### config.mk
export PLATFORM = sky130hd
export DESIGN_NAME = fdiv_ctrl
export DESIGN_NICKNAME = d
export VERILOG_FILES = /design/src/rtl/fdiv_pkg.sv /design/src/rtl/fdiv_ctrl.sv
export SDC_FILE = /design/constraint.sdc
export NUM_CORES = 1
export LEC_CHECK = 0
export CAP_MARGIN = 20
export CORE_MARGIN = 5
export CORE_UTILIZATION = 42
export CTS_CLUSTER_DIAMETER = 100
export DETAILED_ROUTE_END_ITERATION = 8
export PLACE_DENSITY = 0.95
export SYNTH_ARGS = -nofsm -noshare
export SYNTH_HDL_FRONTEND = slang
export SYNTH_SLANG_ARGS = --single-unit
### constraint.sdc
create_clock -name clk -period 2.23 [get_ports clk]
set_input_delay 0.446 -clock clk [delete_from_list [all_inputs] [get_ports clk]]
set_output_delay 0.446 -clock clk [all_outputs]
set_load 0.03 [all_outputs]
### src/rtl/fdiv_pkg.sv
//==== fdiv_pkg -- shared states, op codes and mux selects for the fdiv block | rev 1.0 ====
`default_nettype none

package fdiv_pkg;

  typedef enum logic [2:0] {
    ST_IDLE    = 3'd0,
    ST_LOAD    = 3'd1,
    ST_INIT    = 3'd2,
    ST_MUL     = 3'd3,
    ST_SUB     = 3'd4,
    ST_ROUND   = 3'd5,
    ST_CAPTURE = 3'd6
  } state_t;

  localparam logic [5:0] OP_NOP   = 6'b000000;
  localparam logic [5:0] OP_LOAD  = 6'b010000;
  localparam logic [5:0] OP_INIT  = 6'b001100;
  localparam logic [5:0] OP_MUL   = 6'b010001;
  localparam logic [5:0] OP_SUB   = 6'b001101;
  localparam logic [5:0] OP_ROUND = 6'b100010;

  localparam logic [1:0] C1_IDLE = 2'b00;
  localparam logic [1:0] C1_INIT = 2'b01;
  localparam logic [1:0] C1_MUL  = 2'b10;
  localparam logic [1:0] C1_SUB  = 2'b11;

  typedef struct packed {
    logic [1:0] c1;
    logic [5:0] op;
    logic       rm;
  } ctl_t;

  // Datapath controls presented while the sequencer sits in a given state.
  function automatic ctl_t state_ctl(input state_t s);
    ctl_t c;
    c = '{c1: C1_IDLE, op: OP_NOP, rm: 1'b0};
    case (s)
      ST_LOAD:  c = '{c1: C1_IDLE, op: OP_LOAD,  rm: 1'b0};
      ST_INIT:  c = '{c1: C1_INIT, op: OP_INIT,  rm: 1'b0};
      ST_MUL:   c = '{c1: C1_MUL,  op: OP_MUL,   rm: 1'b0};
      ST_SUB:   c = '{c1: C1_SUB,  op: OP_SUB,   rm: 1'b0};
      ST_ROUND: c = '{c1: C1_SUB,  op: OP_ROUND, rm: 1'b1};
      default:  c = '{c1: C1_IDLE, op: OP_NOP,   rm: 1'b0};
    endcase
    return c;
  endfunction

endpackage

`default_nettype wire

### src/rtl/fdiv_ctrl.sv
//==== fdiv_ctrl -- Goldschmidt divide sequencer driving the fdiv datapath | rev 1.0 ====
`default_nettype none

module fdiv_ctrl
  import fdiv_pkg::*;
#(
  parameter int NUM_ITER = 5
) (
  input  logic        clk,
  input  logic        reset,
  input  logic        start,
  input  logic [31:0] n_in,
  input  logic [31:0] d_in,
  input  logic [31:0] q_in,
  output logic [31:0] n_out,
  output logic [31:0] d_out,
  output logic [1:0]  c1,
  output logic [5:0]  op,
  output logic        rm,
  output logic        busy,
  output logic        valid,
  output logic [31:0] result
);

  localparam logic [2:0] C_LAST = 3'(NUM_ITER - 1);

  state_t      state_q, state_d;
  logic [2:0]  cnt_q, cnt_d;
  logic [31:0] n_q, n_d;
  logic [31:0] d_q, d_d;
  logic [31:0] result_q, result_d;
  logic        valid_q, valid_d;
  logic        busy_q, busy_d;
  ctl_t        ctl_q, ctl_d;

  always_comb begin
    state_d  = state_q;
    cnt_d    = cnt_q;
    n_d      = n_q;
    d_d      = d_q;
    result_d = result_q;
    valid_d  = 1'b0;
    case (state_q)
      ST_IDLE: begin
        if (start) begin
          state_d = ST_LOAD;
          n_d     = n_in;
          d_d     = d_in;
          cnt_d   = 3'd0;
        end
      end
      ST_LOAD:  state_d = ST_INIT;
      ST_INIT:  state_d = ST_MUL;
      ST_MUL:   state_d = ST_SUB;
      ST_SUB: begin
        cnt_d   = cnt_q + 3'd1;
        state_d = (cnt_q < C_LAST) ? ST_MUL : ST_ROUND;
      end
      ST_ROUND: state_d = ST_CAPTURE;
      ST_CAPTURE: begin
        state_d  = ST_IDLE;
        result_d = q_in;
        valid_d  = 1'b1;
      end
      default:  state_d = ST_IDLE;
    endcase
    // Controls are decoded from the next state so they register alongside it.
    ctl_d  = state_ctl(state_d);
    busy_d = (state_d != ST_IDLE);
  end

  always_ff @(posedge clk) begin
    if (!reset) begin
      state_q  <= ST_IDLE;
      cnt_q    <= 3'd0;
      n_q      <= 32'd0;
      d_q      <= 32'd0;
      result_q <= 32'd0;
      valid_q  <= 1'b0;
      busy_q   <= 1'b0;
      ctl_q    <= '0;
    end else begin
      state_q  <= state_d;
      cnt_q    <= cnt_d;
      n_q      <= n_d;
      d_q      <= d_d;
      result_q <= result_d;
      valid_q  <= valid_d;
      busy_q   <= busy_d;
      ctl_q    <= ctl_d;
    end
  end

  assign n_out  = n_q;
  assign d_out  = d_q;
  assign c1     = ctl_q.c1;
  assign op     = ctl_q.op;
  assign rm     = ctl_q.rm;
  assign busy   = busy_q;
  assign valid  = valid_q;
  assign result = result_q;

endmodule

`default_nettype wire

==> results by group <==
Run status
  • Status: completed

Global route
  • First-pass GRT wire length: approximately 18 mm
  • Gr usage total: 0.1955
  • GRT Residual Overflow: 0
  • Largest net degree at the start of global routing: 80
  • Met1 global-route usage: 0.2175
  • Vias in the first global route: 3,828
  • GR peak layer: met2
  • Met2 usage: 0.3520
  • Initial antenna violation count: 0
  • Met3 GRT Util: 0.06132

Worst hold path
  • Worst hold path type: flip-flop to flip-flop

Placed design
  • Hpwl dp: approximately 8.4 mm
  • GP Congestion: 0.7414
  • Placed cell count: 762
  • Placement Cell Area: 5979 um^2
  • Port Buf Inserts: between 200 and 250
  • Worst slack, placed: 0.2456 ns

Worst setup path
  • CP endpoint kind: output pin
  • Critical Path, Cell by Cell: clkdlybuf4s50_1
  • Kind of critical path: flip-flop to output pin
  • Worst EP arrival: about 1.4 ns
  • Slowest stage delay, CP: slightly below 0.7 ns
  • Cell family with most CP delay: buffers and inverters
  • Critical path buffers and inverters: 1
  • Slowest-stage cell, CP: clkdlybuf4s50_1
  • CP Data Required Time: ~1.8 ns
  • Critical path launch point type: flip-flop
  • Critical Path Fanout Max: 3

Floorplan
  • Die ar.: 11,310 um^2
  • Rows: 35
  • Chip height: between 100 and 150 um
  • Core area: a little over 9000 um^2
  • Initial core utilization: 0.4258
  • I/O pins: a little over 200
  • Die W: 106.3 um

Timing
  • Period utilisation layout: 0.8404
  • Unrepaired setup endpoints after global routing: false
  • Slew margin rel.: 0.6319
  • Fin Clk Skew: 0.01797 ns
  • Setup violators final: 0
  • Max-slew violation count: 0
  • Fin crit period: ~1.9 ns
  • Setup slack after layout: roughly 0.36 ns
  • Setup TNS: 0 ns
  • Hold Fails Final Rpt: 0
  • Max Clk Rate: 533.6 MHz
  • Worst-margin pin slew: 0.5509 ns

Final layout
  • Number of antenna diodes: 0
  • Core Util, Final: 0.6755
  • Final #Nets: around 760
  • Syn-to-layout area delta: 58.62%
  • Ratio of cells with drive above 1 in the final layout: 0.04348
  • Design area: ~6000 um^2
  • Non-filler cells, final: between 700 and 800
  • Highest-count cells in the layout ignoring fill and taps: clkdlybuf4s50_1 (205), nand2_1 (193), dfxtp_1 (110)
  • Commonest non-fill, non-tap cell in the layout: clkdlybuf4s50_1

Drt
  • WL final: roughly 11 mm
  • First DRT Iteration DRCs: ~140
  • DR WL/cell: about 15 um
  • Via-to-Cell Ratio: 4.936
  • DRC violations left: 0
  • Drt pass-1 iters: 4
  • Antenna-violating nets left: 0
  • Vias post-DR: ~3.8k

Clock network
  • H-tree depth: 3
  • Clock latency on the worst-skew pair: around 0.36 ns
  • Hold-fix buffers, CTS: 0
  • Worst-path clk slew: approximately 0.1 ns
  • CTS max path bufs: 2
  • Total CTS buffers: 9
  • # clock sinks: 110
  • CTS tree: built
  • Post-CTS sizing: 0
  • Post-CTS Setup Inserts: 0
  • Root buffer cell: clkbuf_8

Pwr
  • Power share of the clock group: 0.278
  • Internal: 3.016 mW
  • Sequential Power Share: 0.506
  • Logic pwr share: 0.216
  • Switch share: 0.2861
  • Leakage: 2.244 nW
  • Psw: between 1 and 1.5 mW
  • Worst IR Drop VDD: ~0.00035 V
  • Power per cell area: between 600 and 700 nW/um^2

Synthesis
  • Post-synthesis sequential area ratio: 0.5650
  • Seq cells post-synth: between 100 and 150
  • Synthesized area per cell: approximately 8.2 um^2
  • Post-Syn Area: roughly 3900 um^2
  • Synthesis Warnings: 0
  • Syn nets: ~580
  • Netlist cell types: 32
  • Syn Inst Count: between 400 and 500

Run
  • Max-cap violations: 0
[registers in the layout, summed over array words and instances (netlist names)]
register,count
n_out,32
state_q,3
busy,1
d_out,32
cnt_q,3
op,4
result,32
valid,1
c1,2
[routing by layer]
metal	vias to the layer above	share of wire
li1	1902	-
met1	1752	0.38
met2	168	0.52
met3	18	0.087
met4	0	0.018
met5	-	0
[path summary, 6_finish.rpt]
check | from | endpoint | slack, ns | cells after the start
min | n_out[15] | n_out[15] | 0.46 | 2
max reg2reg | state_q[2] | cnt_q[2] | 0.54 | 3
min reg2reg | n_out[15] | n_out[15] | 0.46 | 2
max | op[1] | op[5] | 0.36 | 1
[area by class of cell]
type                            count  area (um^2)
Fill cell                         732         2970
Sequential cell                   110         2202
Timing Repair Buffer              212         2142
Multi-Input combinational cell    325         1481
Clock buffer                       12        165.2
Tap cell                          111        138.9
Clock inverter                      4        37.54
Inverter                            4        15.01
[power by group through the flow]
stage               clock [mW]  sequential [mW]  combinational [mW]
floorplan                    0             2.37               0.281
global placement             0             2.18               0.895
detailed placement           0             2.19               0.915
CTS                       1.21             2.14               0.921
global route              1.28             2.15               0.973
finish                    1.17             2.14               0.912
[stage by stage]
stage | hold slack, ns | power (mW)
global placement | 0.4408 | 3.074
global route | 0.4878 | 4.409
floorplan | 0.4516 | 2.654
finish | 0.4582 | 4.224
CTS | 0.4598 | 4.274
detailed placement | 0.4466 | 3.101
[cells by family after synthesis]
logic type | synth area share
adders and majority gates | 0.003210
xor gates and xnor gates | 0.002248
AOI/OAI and AO/OA | 0.1451
buffers and inverters | 0.05714
muxes | 0.003851
and+or+nand+nor | 0.2234
DFF | 0.5650
[synthesized netlist by cell type]
cell / n / area (um^2)
buf_6: 5 / 56.30
a21oi_1: 101 / 505.5
and3b_1: 1 / 8.760
buf_4: 3 / 22.52
nor3b_1: 1 / 7.510
o21ai_0: 2 / 10.01
a31oi_1: 2 / 12.51
and2_1: 2 / 12.51
o2111ai_1: 1 / 8.760
nor2_1: 2 / 7.510
o211ai_1: 1 / 7.510
a211oi_2: 1 / 12.51
ha_1: 1 / 12.51
buf_1: 1 / 3.750
nor2b_1: 2 / 12.51
and3_1: 1 / 6.260
nand2_1: 193 / 724.4
nand2b_1: 3 / 18.77
nor3_1: 1 / 5.000
inv_1: 4 / 15.01
nand3b_1: 1 / 7.510
buf_2: 13 / 65.06
a211o_1: 1 / 8.760
dfxtp_1: 110 / 2202
nand3_1: 2 / 10.01
or3b_4: 1 / 11.26
and4b_1: 1 / 10.01
nor4b_2: 1 / 15.01
clkbuf_1: 16 / 60.06
xor2_1: 1 / 8.760
or4b_4: 1 / 13.76
mux2_4: 1 / 15.01
No activity file was read; power rests on OpenSTA's default activity.
